**src/rtl/sm_1118_uart_msg_scheduler_pkg.sv**
```systemverilog
// Shared definitions for the UART message scheduler.
// Contents: message-type codes, ASCII constants, FSM state encoding,
// the 8-bit packed message tuple, and helpers that map a tuple to its
// byte string (byte lookup, last byte index, drop test).
package sm_1118_uart_msg_scheduler_pkg;

    localparam logic [1:0] MSG_NONE = 2'd0;
    localparam logic [1:0] MSG_SI   = 2'd1;
    localparam logic [1:0] MSG_FARM = 2'd2;
    localparam logic [1:0] MSG_END  = 2'd3;

    localparam logic [7:0] ASC_S     = 8'h53;
    localparam logic [7:0] ASC_I     = 8'h49;
    localparam logic [7:0] ASC_F     = 8'h46;
    localparam logic [7:0] ASC_E     = 8'h45;
    localparam logic [7:0] ASC_N     = 8'h4E;
    localparam logic [7:0] ASC_D     = 8'h44;
    localparam logic [7:0] ASC_R     = 8'h52;
    localparam logic [7:0] ASC_G     = 8'h47;
    localparam logic [7:0] ASC_B     = 8'h42;
    localparam logic [7:0] ASC_DASH  = 8'h2D;
    localparam logic [7:0] ASC_HASH  = 8'h23;
    localparam logic [7:0] ASC_ZERO  = 8'h30;

    typedef enum logic [1:0] {
        ST_IDLE = 2'd0,
        ST_LOAD = 2'd1,
        ST_SEND = 2'd2,
        ST_WAIT = 2'd3
    } state_e;

    // Packed tuple, MSB first: msgtype, sino, color, farm (2 bits each).
    typedef struct packed {
        logic [1:0] msgtype;
        logic [1:0] sino;
        logic [1:0] color;
        logic [1:0] farm;
    } msg_t;

    function automatic logic [7:0] color_char(input logic [1:0] c);
        case (c)
            2'd1:    return ASC_R;
            2'd2:    return ASC_G;
            default: return ASC_B;
        endcase
    endfunction

    function automatic logic [7:0] digit_char(input logic [1:0] d);
        return ASC_ZERO + {6'd0, d};
    endfunction

    // Byte idx of the ASCII string for message m.
    function automatic logic [7:0] msg_byte(input msg_t m, input logic [2:0] idx);
        logic [7:0] b;
        b = 8'h00;
        case (m.msgtype)
            MSG_SI: begin
                case (idx)
                    3'd0: b = ASC_S;
                    3'd1: b = ASC_I;
                    3'd3: b = digit_char(m.sino);
                    3'd5: b = color_char(m.color);
                    3'd7: b = ASC_HASH;
                    default: b = ASC_DASH;
                endcase
            end
            MSG_FARM: begin
                case (idx)
                    3'd0: b = ASC_F;
                    3'd2: b = digit_char(m.farm);
                    3'd4: b = ASC_HASH;
                    default: b = ASC_DASH;
                endcase
            end
            MSG_END: begin
                case (idx)
                    3'd0: b = ASC_E;
                    3'd1: b = ASC_N;
                    3'd2: b = ASC_D;
                    3'd3: b = ASC_DASH;
                    default: b = ASC_HASH;
                endcase
            end
            default: b = 8'h00;
        endcase
        return b;
    endfunction

    // Index of the final byte: SI is 8 bytes long, FARM/END are 5.
    function automatic logic [2:0] msg_last_idx(input logic [1:0] t);
        return (t == MSG_SI) ? 3'd7 : 3'd4;
    endfunction

    // Tuples that complete a handshake but never enter the queue.
    function automatic logic msg_invalid(input msg_t m);
        return (m.msgtype == MSG_NONE) ||
               ((m.msgtype == MSG_SI) && ((m.sino == 2'd0) || (m.color == 2'd0)));
    endfunction

endpackage

```
**src/rtl/sm_1118_uart_msg_scheduler_fifo.sv**
```systemverilog
// Synchronous FIFO holding packed message tuples.
// Ports:
//   clk, rst_n      clock, asynchronous active-low reset (empties the queue)
//   push_i/wdata_i  write strobe and data (ignored when full)
//   pop_i/rdata_o   read strobe (ignored when empty); rdata_o shows the head
//   full_o/empty_o  status flags
//   count_o         number of entries held (0..DEPTH)
module sm_1118_uart_msg_scheduler_fifo #(
    parameter int DEPTH = 4,
    parameter int WIDTH = 8
) (
    input  logic                     clk,
    input  logic                     rst_n,
    input  logic                     push_i,
    input  logic [WIDTH-1:0]         wdata_i,
    input  logic                     pop_i,
    output logic [WIDTH-1:0]         rdata_o,
    output logic                     full_o,
    output logic                     empty_o,
    output logic [$clog2(DEPTH):0]   count_o
);

    localparam int AW = $clog2(DEPTH);

    logic [WIDTH-1:0] mem_q [DEPTH];
    logic [AW-1:0]    wr_ptr_q, rd_ptr_q;
    logic [AW:0]      count_q;
    logic             do_push, do_pop;

    assign full_o  = (count_q == (AW+1)'(DEPTH));
    assign empty_o = (count_q == '0);
    assign do_push = push_i && !full_o;
    assign do_pop  = pop_i && !empty_o;
    assign rdata_o = mem_q[rd_ptr_q];
    assign count_o = count_q;

    // Pointers wrap naturally because DEPTH is a power of two.
    always_ff @(posedge clk or negedge rst_n) begin
        if (!rst_n) begin
            wr_ptr_q <= '0;
            rd_ptr_q <= '0;
            count_q  <= '0;
        end else begin
            if (do_push) wr_ptr_q <= wr_ptr_q + 1'b1;
            if (do_pop)  rd_ptr_q <= rd_ptr_q + 1'b1;
            case ({do_push, do_pop})
                2'b10:   count_q <= count_q + 1'b1;
                2'b01:   count_q <= count_q - 1'b1;
                default: count_q <= count_q;
            endcase
        end
    end

    always_ff @(posedge clk) begin
        if (do_push) mem_q[wr_ptr_q] <= wdata_i;
    end

endmodule

```
**src/rtl/sm_1118_uart_msg_scheduler.sv**
```systemverilog
// UART message scheduler: two requesters share one byte transmitter.
// Requests are arbitrated round-robin, de-duplicated per requester, queued,
// then serialised one ASCII byte at a time with a per-byte timeout.
// Ports:
//   clk, rst_n                  clock, asynchronous active-low reset
//   rN_valid/rN_ready           requester handshake (N = 0,1)
//   rN_msgtype/sino/color/farm  message tuple fields
//   tx_start/tx_data/tx_done    byte interface to the UART TX core
//   busy                        serialisation in progress
//   fifo_count                  queued messages
//   err_timeout                 sticky byte-timeout flag
module sm_1118_uart_msg_scheduler
    import sm_1118_uart_msg_scheduler_pkg::*;
#(
    parameter int FIFO_DEPTH = 4,
    parameter int TX_TIMEOUT = 20000
) (
    input  logic                          clk,
    input  logic                          rst_n,
    input  logic                          r0_valid,
    output logic                          r0_ready,
    input  logic [1:0]                    r0_msgtype,
    input  logic [1:0]                    r0_sino,
    input  logic [1:0]                    r0_color,
    input  logic [1:0]                    r0_farm,
    input  logic                          r1_valid,
    output logic                          r1_ready,
    input  logic [1:0]                    r1_msgtype,
    input  logic [1:0]                    r1_sino,
    input  logic [1:0]                    r1_color,
    input  logic [1:0]                    r1_farm,
    output logic                          tx_start,
    output logic [7:0]                    tx_data,
    input  logic                          tx_done,
    output logic                          busy,
    output logic [$clog2(FIFO_DEPTH):0]   fifo_count,
    output logic                          err_timeout
);

    localparam int TW = $clog2(TX_TIMEOUT);

    // ---------------- arbitration and dedup ----------------
    msg_t   req0, req1, acc_msg, acc_last;
    msg_t   last0_q, last0_d, last1_q, last1_d;
    logic   rr_q, rr_d;          // 0: r0 wins a tie, 1: r1 wins
    logic   hs0, hs1, push;
    logic   fifo_full, fifo_empty;
    logic   pop;
    logic [7:0] fifo_rdata;
    msg_t   head;

    assign req0 = '{msgtype: r0_msgtype, sino: r0_sino, color: r0_color, farm: r0_farm};
    assign req1 = '{msgtype: r1_msgtype, sino: r1_sino, color: r1_color, farm: r1_farm};
    assign head = msg_t'(fifo_rdata);

    // Ready looks at full only, so a pop in the same cycle never frees a slot early.
    assign r0_ready = !fifo_full && r0_valid && (!r1_valid || !rr_q);
    assign r1_ready = !fifo_full && r1_valid && (!r0_valid ||  rr_q);
    assign hs0 = r0_valid && r0_ready;
    assign hs1 = r1_valid && r1_ready;

    always_comb begin
        acc_msg  = hs0 ? req0 : req1;
        acc_last = hs0 ? last0_q : last1_q;
        push     = (hs0 || hs1) && !msg_invalid(acc_msg) && (acc_msg != acc_last);
        last0_d  = last0_q;
        last1_d  = last1_q;
        if (push && hs0) last0_d = req0;
        if (push && hs1) last1_d = req1;
        rr_d = rr_q;
        if (hs0)      rr_d = 1'b1;
        else if (hs1) rr_d = 1'b0;
    end

    always_ff @(posedge clk or negedge rst_n) begin
        if (!rst_n) begin
            rr_q    <= 1'b0;
            last0_q <= '0;
            last1_q <= '0;
        end else begin
            rr_q    <= rr_d;
            last0_q <= last0_d;
            last1_q <= last1_d;
        end
    end

    sm_1118_uart_msg_scheduler_fifo #(
        .DEPTH (FIFO_DEPTH),
        .WIDTH (8)
    ) u_fifo (
        .clk     (clk),
        .rst_n   (rst_n),
        .push_i  (push),
        .wdata_i (acc_msg),
        .pop_i   (pop),
        .rdata_o (fifo_rdata),
        .full_o  (fifo_full),
        .empty_o (fifo_empty),
        .count_o (fifo_count)
    );

    // ---------------- serialiser FSM ----------------
    state_e          state_q, state_d;
    msg_t            msg_q, msg_d;
    logic [2:0]      idx_q, idx_d;
    logic [2:0]      last_idx_q, last_idx_d;
    logic [TW-1:0]   timer_q, timer_d;
    logic [7:0]      tx_data_q, tx_data_d;
    logic            err_q, err_d;

    always_comb begin
        state_d    = state_q;
        msg_d      = msg_q;
        idx_d      = idx_q;
        last_idx_d = last_idx_q;
        timer_d    = timer_q;
        tx_data_d  = tx_data_q;
        err_d      = err_q;
        pop        = 1'b0;
        case (state_q)
            ST_IDLE: begin
                if (!fifo_empty) state_d = ST_LOAD;
            end
            ST_LOAD: begin
                pop        = 1'b1;
                msg_d      = head;
                idx_d      = 3'd0;
                last_idx_d = msg_last_idx(head.msgtype);
                // Byte is registered on entry to SEND so it is stable with tx_start.
                tx_data_d  = msg_byte(head, 3'd0);
                state_d    = ST_SEND;
            end
            ST_SEND: begin
                timer_d = '0;
                state_d = ST_WAIT;
            end
            ST_WAIT: begin
                // tx_done has priority over a timeout landing in the same cycle.
                if (tx_done) begin
                    if (idx_q == last_idx_q) begin
                        state_d = ST_IDLE;
                    end else begin
                        idx_d     = idx_q + 3'd1;
                        tx_data_d = msg_byte(msg_q, idx_q + 3'd1);
                        state_d   = ST_SEND;
                    end
                end else if (timer_q == TW'(TX_TIMEOUT - 1)) begin
                    err_d   = 1'b1;
                    msg_d   = '0;
                    state_d = ST_IDLE;
                end else begin
                    timer_d = timer_q + 1'b1;
                end
            end
            default: state_d = ST_IDLE;
        endcase
    end

    always_ff @(posedge clk or negedge rst_n) begin
        if (!rst_n) begin
            state_q    <= ST_IDLE;
            msg_q      <= '0;
            idx_q      <= '0;
            last_idx_q <= '0;
            timer_q    <= '0;
            tx_data_q  <= '0;
            err_q      <= 1'b0;
        end else begin
            state_q    <= state_d;
            msg_q      <= msg_d;
            idx_q      <= idx_d;
            last_idx_q <= last_idx_d;
            timer_q    <= timer_d;
            tx_data_q  <= tx_data_d;
            err_q      <= err_d;
        end
    end

    assign tx_start    = (state_q == ST_SEND);
    assign tx_data     = tx_data_q;
    assign busy        = (state_q != ST_IDLE);
    assign err_timeout = err_q;

endmodule

```
**config.mk**
```make
export PLATFORM = sky130hd
export DESIGN_NAME = sm_1118_uart_msg_scheduler
export DESIGN_NICKNAME = d
export VERILOG_FILES = /design/src/rtl/sm_1118_uart_msg_scheduler_pkg.sv /design/src/rtl/sm_1118_uart_msg_scheduler_fifo.sv /design/src/rtl/sm_1118_uart_msg_scheduler.sv
export SDC_FILE = /design/constraint.sdc
export NUM_CORES = 1
export LEC_CHECK = 0
export BUFFER_PORTS_ARGS = -buffer_cell sky130_fd_sc_hd__buf_2
export CELL_PAD_IN_SITES_DETAIL_PLACEMENT = 1
export CELL_PAD_IN_SITES_GLOBAL_PLACEMENT = 2
export CORE_MARGIN = 2
export CORE_UTILIZATION = 43
export DETAILED_ROUTE_END_ITERATION = 16
export GPL_TIMING_DRIVEN = 0
export PLACE_DENSITY = 0.83
export SETUP_SLACK_MARGIN = 0.1
export SYNTH_ARGS = -nofsm -noshare
export SYNTH_HDL_FRONTEND = slang
export SYNTH_SLANG_ARGS = --single-unit
```
**constraint.sdc**
```tcl
create_clock -name clk -period 8.7 [get_ports clk]
set_clock_uncertainty 0.15 [all_clocks]
set_input_delay 1.305 -clock clk [delete_from_list [all_inputs] [get_ports clk]]
set_output_delay 1.305 -clock clk [all_outputs]
set_load 0.01 [all_outputs]
```
==> results of run 1 <==
==> final timing paths <==
| check | startpoint | to | slack, ns | cells past startpoint |
|---|---|---|---|---|
| hold reg to reg | err_timeout | err_timeout | 0.33 | 1 |
| min in group asynchronous | rst_n | tx_data[3] | 0.88 | 1 |
| setup / recovery | r1_valid | r0_ready | 4.76 | 6 |
| setup reg to reg | u_fifo.count_o[1] | u_fifo.count_o[2] | 5.46 | 10 |
| max in group asynchronous | rst_n | timer_q[5] | 6.97 | 1 |
| hold / removal | err_timeout | err_timeout | 0.33 | 1 |
==> critical path, cell delays in order <==
cell	delay, ns
buf_2	0.09
nand2_1	0.04
nand3_1	0.11
clkbuf_1	0.34
clkinv_1	0.35
buf_2	0.24
==> logic make-up (layout without fill, tap and decap cells) <==
kind of cell             count (synthesis)  after routing  synth area share
adder cells (fa/ha/maj)                 16             16            0.0437
XOR/XNOR                                36             36            0.0663
flip-flops                              94             94             0.529
AO/OA/AOI/OAI                           74             74             0.106
AND/OR/NAND/NOR                        133            133             0.142
multiplexers                            26             26            0.0805
buffers and inverters                   38             89            0.0316
other                                    1              1          0.000789
==> layer usage <==
metal  vias to the layer above  GRT usage
li1                       1591          -
met1                      1646      0.251
met2                        57      0.347
met3                        12     0.0299
met4                         0     0.0815
met5                         -          0
==> final cells by class <==
type                            count  area, sq um  area share
Sequential cell                    94         2510       0.477
Multi-Input combinational cell    286         2090       0.397
Timing Repair Buffer               35          178      0.0337
Tap cell                          140          175      0.0332
Clock buffer                       11          131      0.0249
Buffer                             18         75.1      0.0142
Inverter                           20         75.1      0.0142
Clock inverter                      5         35.0     0.00664
==> placed cells by master, fill, tap and decap left out, types with 5 or more instances in the layout <==
cell type   n
dfrtp_1    62
nor3_1      8
mux4_2      8
a21oi_1    14
xor2_1     20
inv_1      18
edfxtp_1   32
nor2_1     20
xnor2_1    16
clkbuf_1   16
o21ai_0    18
buf_2      37
mux2_2     18
and2_1      5
nand2_1    53
a22o_1     11
nor4_1     10
ha_1       15
nand3_1     7
clkbuf_8    9
==> flip-flops by register name (all words and copies together), names as in the netlist <==
name and count:
err_timeout 1, last0_q 8, rr_q 1, u_fifo.mem_q 32
last_idx_q 2, last1_q 8, msg_q 8, idx_q 3
u_fifo.rd_ptr_q 2, u_fifo.wr_ptr_q 2, u_fifo.count_o 3, tx_data 7
state_q 2, timer_q 15
==> stage by stage <==
stage	total power (W)	worst slack, ns	util
2_1_floorplan	0.00116	5.11	-
3_3_place_gp	0.00132	4.53	0.473
3_5_place_dp	0.00136	4.44	0.473
4_1_cts	0.00163	4.75	0.489
5_1_grt	0.00173	4.61	0.489
6_report	0.00161	4.76	0.489
==> power groups by stage <==
stage | combinational, W | clock (W) | sequential, W
after detailed placement | 0.000645 | 0 | 0.000718
after floorplan | 0.000462 | 0 | 0.000695
after global routing | 0.000719 | 0.000289 | 0.000725
after global placement | 0.000617 | 0 | 0.000705
final | 0.000639 | 0.000261 | 0.000705
after CTS | 0.000649 | 0.000271 | 0.000708
==> reports/results.ini, run 1 <==
[cells_and_area]
final_nets=501
n_fill_cell=1173
diodes=0
fin_area_sq_um=5270
stdcell_count=609
drive_gt1_frac=0.183
syn2layout_area_growth_pct=10.9

[synth]
yosys.area.top_type=dfrtp_1
ys_types=55
synth_edf_count=32
yosys-top-cells-area=dfrtp_1 33%, edfxtp_1 20%, mux2_2 4.3%
seq_area_frac_synth=0.529
ys.flop_type=dfrtp_1
yosysTopAreaCellShare=0.326
ys_ff_latch=94
synth_common_cells=62 x dfrtp_1, 53 x nand2_1, 32 x edfxtp_1
syn_area_sq_um=4750
yosys_warnings=0
async_flop_share=0.660
mappedNetlistNets=455
synth_most_common_cell=dfrtp_1
postSynthCellCount=418
syn_area_per_cell_sq_um=11.4

[clocking]
cts_hold_buf=0
cts_setup_buffers=0
clk_latency_ns=0.37
cts_resized=0
path_clk_slew_ns=0.09
cts_tree=built
cts_root_buf=clkbuf_8
cts.sinks=94
ctsHtreeMaxLevel=3
clk_path_buf_depth=2
cts_buffers=9

[timing]
fin_crit_ns=3.94
hold_ws_ns=0.330
fin_crit_sh=0.453
tightest_slew_ns=0.834
slew_headroom=0.444
slew_violations=0
clock.fmax_mhz=254
rsz0062_at_grt=false
setup-tns-final_ns=0
hold_viol_final=0
setup_viol=0

[placement]
placed_cell_area_sq_um=5110
dp.cells=593
io_buffers=35
hpwl_um=7920
gp_routability_congestion=0.794

[critical_path]
worstSetupStartpointType=input pin
cp.required_ns=7.24
critical_path_class=input pin to output port
worstPathArrival_ns=2.49
end_kind=output port
crit_fanout=10

[route]
highest_layer=met4
drc=0
first_iter_violations=170
wl_met1_um=5000
wl_met2_um=5480
drtAntennaViolNets=0
totalWireLength_um=11000
wl_met3_um=281
avgRoutedWirePerCell_um=18.0
drtPass1Iterations=4
vias_per_cell=5.43
via_count=3306

[floorplanning]
die_width_um=109
io_pins=37
dieArea_sq_um=11900
initial_core_util=0.440
fp-row-count=38
die-height_um=109
core_sq_um=10800

[power_and_ir_drop]
peakVddDrop_mv=0.117
p_sw_w=0.000621
powerDensity_nw_per_um2=304
clock_power_share=0.163
swShare=0.387
p_leak_nw=2.21
seqPwrFrac=0.439
pwr-share-comb=0.398
internal_power_w=0.000985

[global_route]
grt_pass1_vias=3523
grt_pass1_wl_um=18100
globalRouteOverflowTotal=0
track_usage=0.201
antenna_found_initial=0
grt_max_degree=63

[outcome]
status=completed

[job]
cap_viol_max_count=0

[hold_path]
min_path_type=flip-flop to flip-flop

Power figures use the tool's default switching activity.
==> inputs of run 2 (changes only) <==
- ABC_AREA: not set -> 1
- CORE_UTILIZATION: 43 -> 36
- PLACE_DENSITY: 0.83 -> 0.78
- clock period: 8.7 -> 3.7 ns (I/O delays scaled with it)
==> reports/results.ini, run 2 <==
[critical_path]
worstSetupStartpointType=flip-flop
critPathMaxStageDelay_ns=0.40
slowest_stage=dfrtp_1
path_cells=inv_1 > nand3_4 > nand2_8 > buf_6 > nand2_1 > nand2_2 > nand2_1 > nand2_1 > nand2_1 > nor2_1 > nand2_1 > buf_4 > nand2_2 > ha_1 > inv_1 > fa_1 > a21oi_1 > o21ai_0 > xnor2_1
rr_endpoint=u_fifo.count_o[2]
end_kind=flip-flop
worstReg2RegStart=u_fifo.count_o[1]
critical_path_class=flip-flop to flip-flop
cpMostUsedCell=nand2_1
crit_fanout=10
r2r_slack_ns=0.41
worstPathArrival_ns=3.37
cp.required_ns=3.77
rr_worst_depth=19

[synth]
mappedNetlistNets=703
postSynthCellCount=666
synth_most_common_cell=nand2_1
ys_types=36
yosys.area.top_type=dfrtp_1
syn_area_per_cell_sq_um=7.99
async_flop_share=0.660
yosysTopAreaCellShare=0.291
ys.flop_type=dfrtp_1
synth_common_cells=211 x nand2_1, 76 x inv_1, 62 x dfrtp_1
yosys_warnings=0
seq_area_frac_synth=0.472
yosys-top-cells-area=dfrtp_1 29%, edfxtp_1 18%, nand2_1 15%
synth_edf_count=32
ys_ff_latch=94
syn_area_sq_um=5320

[floorplanning]
core_sq_um=14500
die-height_um=126
fp-row-count=44
initial_core_util=0.368
dieArea_sq_um=15800
die_width_um=126
io_pins=37

[cells_and_area]
reg_top3=u_fifo.mem_q (32), timer_q (15)
final_nets=754
fin_area_sq_um=6070
largest_reg_flops=32
diodes=0
regMostFlops=u_fifo.mem_q
mostFrequentLayoutCells=209 x nand2_1, 75 x inv_1, 62 x dfrtp_1
drive_gt1_frac=0.111
syn2layout_area_growth_pct=14.1
fin_util=0.420
final_common_cell=nand2_1

[clocking]
cts.sinks=94
ctsHtreeMaxLevel=3
clk_latency_ns=0.35
clk_path_buf_depth=2
cts_tree=built
cts_hold_buf=0
path_clk_slew_ns=0.06
cts_buffers=9
cts_root_buf=clkbuf_16

[timing]
fin_crit_ns=3.29
clock.fmax_mhz=304
hold_viol_final=0
rsz0062_at_grt=false
setup-tns-final_ns=0
slew_headroom=0.429
fin_crit_sh=0.890
tightest_slew_ns=0.853
setup_viol=0
slew_violations=0

[power_and_ir_drop]
p_leak_nw=2.84
finalPower_w=0.00472
powerDensity_nw_per_um2=777
peakVddDrop_mv=0.276

[route]
totalWireLength_um=14700
vias_per_cell=5.05
drtAntennaViolNets=0
avgRoutedWirePerCell_um=16.2
first_iter_violations=263
via_count=4574
drc=0
drtPass1Iterations=4

[global_route]
antenna_found_initial=0
track_usage=0.196
grt_max_degree=63
grt_pass1_wl_um=24400
globalRouteOverflowTotal=0
grt_pass1_vias=4748

[job]
cap_viol_max_count=0

[outcome]
status=completed

[placement]
hpwl_um=10900
io_buffers=35
gp_routability_congestion=0.848
placed_cell_area_sq_um=5730

[hold_path]
min_path_type=input pin to asynchronous set/reset pin

run 2: cell count changes after synthesis, moves of 10 or more:
| cell | before | now |
|---|---|---|
| a21oi_1 | 14 | 27 |
| a22o_1 | 11 | 0 |
| inv_1 | 18 | 76 |
| mux2_2 | 18 | 0 |
| nand2_1 | 53 | 211 |
| nand3_1 | 7 | 48 |
| nand3b_1 | 0 | 10 |
| nand4_1 | 3 | 21 |
| nor2_1 | 20 | 42 |
| o21ai_0 | 18 | 36 |
| xnor2_1 | 16 | 4 |
| xor2_1 | 20 | 9 |
run 2: worst max-delay path by stage:
stage | startpoint | cells after the start | endpoint
3_5_place_dp | r0_valid | 19 | u_fifo.count_o[2]
3_3_place_gp | r0_valid | 19 | u_fifo.count_o[2]
6_report | u_fifo.count_o[1] | 19 | u_fifo.count_o[2]
5_1_grt | u_fifo.count_o[1] | 19 | u_fifo.count_o[2]
2_1_floorplan | r0_valid | 18 | u_fifo.count_o[2]
4_1_cts | u_fifo.count_o[0] | 19 | u_fifo.count_o[2]
run 2: layout make-up:
cell class / count / area (sq um)
Fill cell: 1778 / 8400
Buffer: 25 / 146
Sequential cell: 94 / 2510
Tap cell: 184 / 230
Inverter: 78 / 293
Clock inverter: 6 / 53.8
Timing Repair Buffer: 40 / 228
Multi-Input combinational cell: 469 / 2390
Clock buffer: 9 / 225
run 2: per-stage QoR:
stage          hold WS (ns)  setup slack (ns)  cells
2_1_floorplan         0.109             0.718    666
3_3_place_gp          0.313            0.0993    885
3_5_place_dp          0.311            0.0177    885
4_1_cts               0.200             0.210    900
5_1_grt               0.242             0.102    905
6_report              0.161             0.406    905
run 2: cells by family after synthesis:
group | count (synthesis) | synth area share
compound gates | 89 | 0.0994
xor+xnor | 13 | 0.0214
fa+ha+maj | 16 | 0.0390
buf+inv | 103 | 0.0825
flops | 94 | 0.472
other cells | 1 | 0.000704
simple gates | 350 | 0.285
run 2: power breakdown:
| group | internal (W) | leakage (nW) | switching, W |
|---|---|---|---|
| sequential | 0.00143 | 1.08 | 0.000192 |
| combinational | 0.000721 | 1.63 | 0.00147 |
| clock | 0.000512 | 0.134 | 0.000389 |
| total | 0.00267 | 2.84 | 0.00205 |
run 2: what timing repair did:
action                                  4_1_cts  5_1_grt
buffers inserted                              0        5
gates resized for setup                       0        4
endpoints found under the setup margin        0        1
run 2: critical path: cells and delay by family (launching register included):
kind                     cells  cell delay, ns
AO/OA/AOI/OAI                2            0.27
XOR/XNOR                     1            0.14
adder cells (fa/ha/maj)      2            0.54
buffers and inverters        4            0.56
flip-flops                   1            0.40
AND/OR/NAND/NOR             10            1.10
run 2: layer usage:
layer	track usage	share of wire
met1	0.233	0.44
met2	0.363	0.52
met3	0.0321	0.024
met4	0.0556	0.013
met5	0	0
==> inputs of run 3 (changes only) <==
- CORE_UTILIZATION: 36 -> 33
- PLACE_DENSITY: 0.78 -> 0.75
- clock period: 3.7 -> 2.9 ns (I/O delays scaled with it)
==> reports/results.ini, run 3 (same netlist as run 2, synthesis figures left out) <==
[timing]
hold_viol_final=0
rsz0062_at_grt=true
setup_viol=1
fin_ws_ns=-0.0270
slew_violations=0
setup-tns-final_ns=-0.0270
fin_crit_sh=1.01
fin_crit_ns=2.93
tightest_slew_ns=0.859
slew_headroom=0.427
hold_ws_ns=0.0274
clock.fmax_mhz=342

[placement]
placed_cell_area_sq_um=5790
hpwl_um=11200
post-place-ws_ns=-0.514
io_buffers=35
gp_routability_congestion=0.799

[clocking]
cts_tree=built
clk_path_buf_depth=2
cts_buffers=9
cts_hold_buf=0
clk_latency_ns=0.35
path_clk_slew_ns=0.07
cts_root_buf=clkbuf_16
ctsHtreeMaxLevel=3
cts.sinks=94

[route]
first_iter_violations=226
avgRoutedWirePerCell_um=16.2
drtAntennaViolNets=0
vias_per_cell=4.93
totalWireLength_um=15600
drc=0
via_count=4752
drtPass1Iterations=4

[critical_path]
worstReg2RegStart=rr_q
end_kind=flip-flop
rr_endpoint=u_fifo.count_o[2]
worstSetupStartpointType=flip-flop
worstPathArrival_ns=3.02
r2r_slack_ns=-0.03
critical_path_class=flip-flop to flip-flop
cp.required_ns=2.99
rr_worst_depth=18
crit_fanout=7

[cells_and_area]
syn2layout_area_growth_pct=23.2
multiInputGateArea_sq_um=2530
largest_reg_flops=32
mostFrequentLayoutCells=199 x nand2_1, 71 x inv_1, 61 x dfrtp_1
reg_top3=u_fifo.mem_q (32), timer_q (15)
regMostFlops=u_fifo.mem_q
final_common_cell=nand2_1
fin_area_sq_um=6560
n_fill_cell=1922
diodes=0
ff_latch_area_sq_um=2510
final_nets=779
drive_gt1_frac=0.179

[floorplanning]
initial_core_util=0.336
fp-row-count=46
core_sq_um=15800
io_pins=37
dieArea_sq_um=17200
die_width_um=131
die-height_um=131

[global_route]
globalRouteOverflowTotal=0
antenna_found_initial=0
grt_max_degree=63
track_usage=0.199
grt_pass1_wl_um=26000
grt_pass1_vias=5051

[outcome]
status=finished, violations left
violations=setup timing

[power_and_ir_drop]
peakVddDrop_mv=0.355
p_leak_nw=3.02
powerDensity_nw_per_um2=1010

[job]
cap_viol_max_count=0

[hold_path]
min_path_type=input pin to asynchronous set/reset pin

run 3: how the worst max path moves through the flow:
stage / startpoint / endpoint / cells past startpoint
2_1_floorplan: u_fifo.count_o[0] / u_fifo.count_o[2] / 19
3_3_place_gp: r0_valid / u_fifo.count_o[2] / 20
3_5_place_dp: r0_valid / u_fifo.count_o[2] / 20
4_1_cts: u_fifo.count_o[0] / u_fifo.count_o[2] / 19
5_1_grt: rr_q / u_fifo.count_o[2] / 20
6_report: rr_q / u_fifo.count_o[2] / 18
run 3: power breakdown:
part / internal (W) / leakage (nW) / switching, W
registers: 0.00183 / 1.08 / 0.000246
clock network: 0.000757 / 0.154 / 0.000532
logic: 0.00120 / 1.79 / 0.00207
total: 0.00378 / 3.02 / 0.00285
run 3: final cells by class:
class	count	area share
Multi-Input combinational cell	469	0.385
Sequential cell	94	0.383
Timing Repair Buffer	65	0.0713
Inverter	78	0.0454
Tap cell	216	0.0412
Clock buffer	10	0.0349
Buffer	25	0.0259
Clock inverter	6	0.0132
run 3: metal layers:
layer	vias to the layer above	wire length, um	track usage
met2	77	7920	0.356
met5	-	0	0
li1	2342	-	-
met1	2315	6890	0.240
met3	18	473	0.0387
met4	0	307	0.0651
run 3: through the flow:
| stage | total power, W | cells | util |
|---|---|---|---|
| floorplan | 0.00403 | 666 | - |
| global placement | 0.00484 | 917 | 0.366 |
| detailed placement | 0.00494 | 917 | 0.366 |
| CTS | 0.00657 | 954 | 0.405 |
| global route | 0.00723 | 963 | 0.415 |
| finish | 0.00664 | 963 | 0.415 |
run 3: critical path: stages, from the launching register on:
cell and delay [ns]:
dfrtp_1 0.41, a21oi_4 0.18, buf_12 0.14, nand2_8 0.09, buf_6 0.16, o21ai_4 0.16, nand2_1 0.07, nand2_1 0.08
nand2_1 0.06, nor2_1 0.09, nand2_1 0.11, buf_6 0.15, nand2_8 0.06, ha_4 0.13, inv_4 0.04, fa_2 0.37
a21oi_2 0.15, o21ai_1 0.09, xnor2_1 0.13
run 3: what timing repair did:
| action | in CTS | in global routing |
|---|---|---|
| endpoints found under the setup margin | 35 | 41 |
| buffers inserted | 20 | 9 |
| cloned | 1 | 0 |
| gates resized for setup | 31 | 18 |
| pin swaps | 12 | 23 |
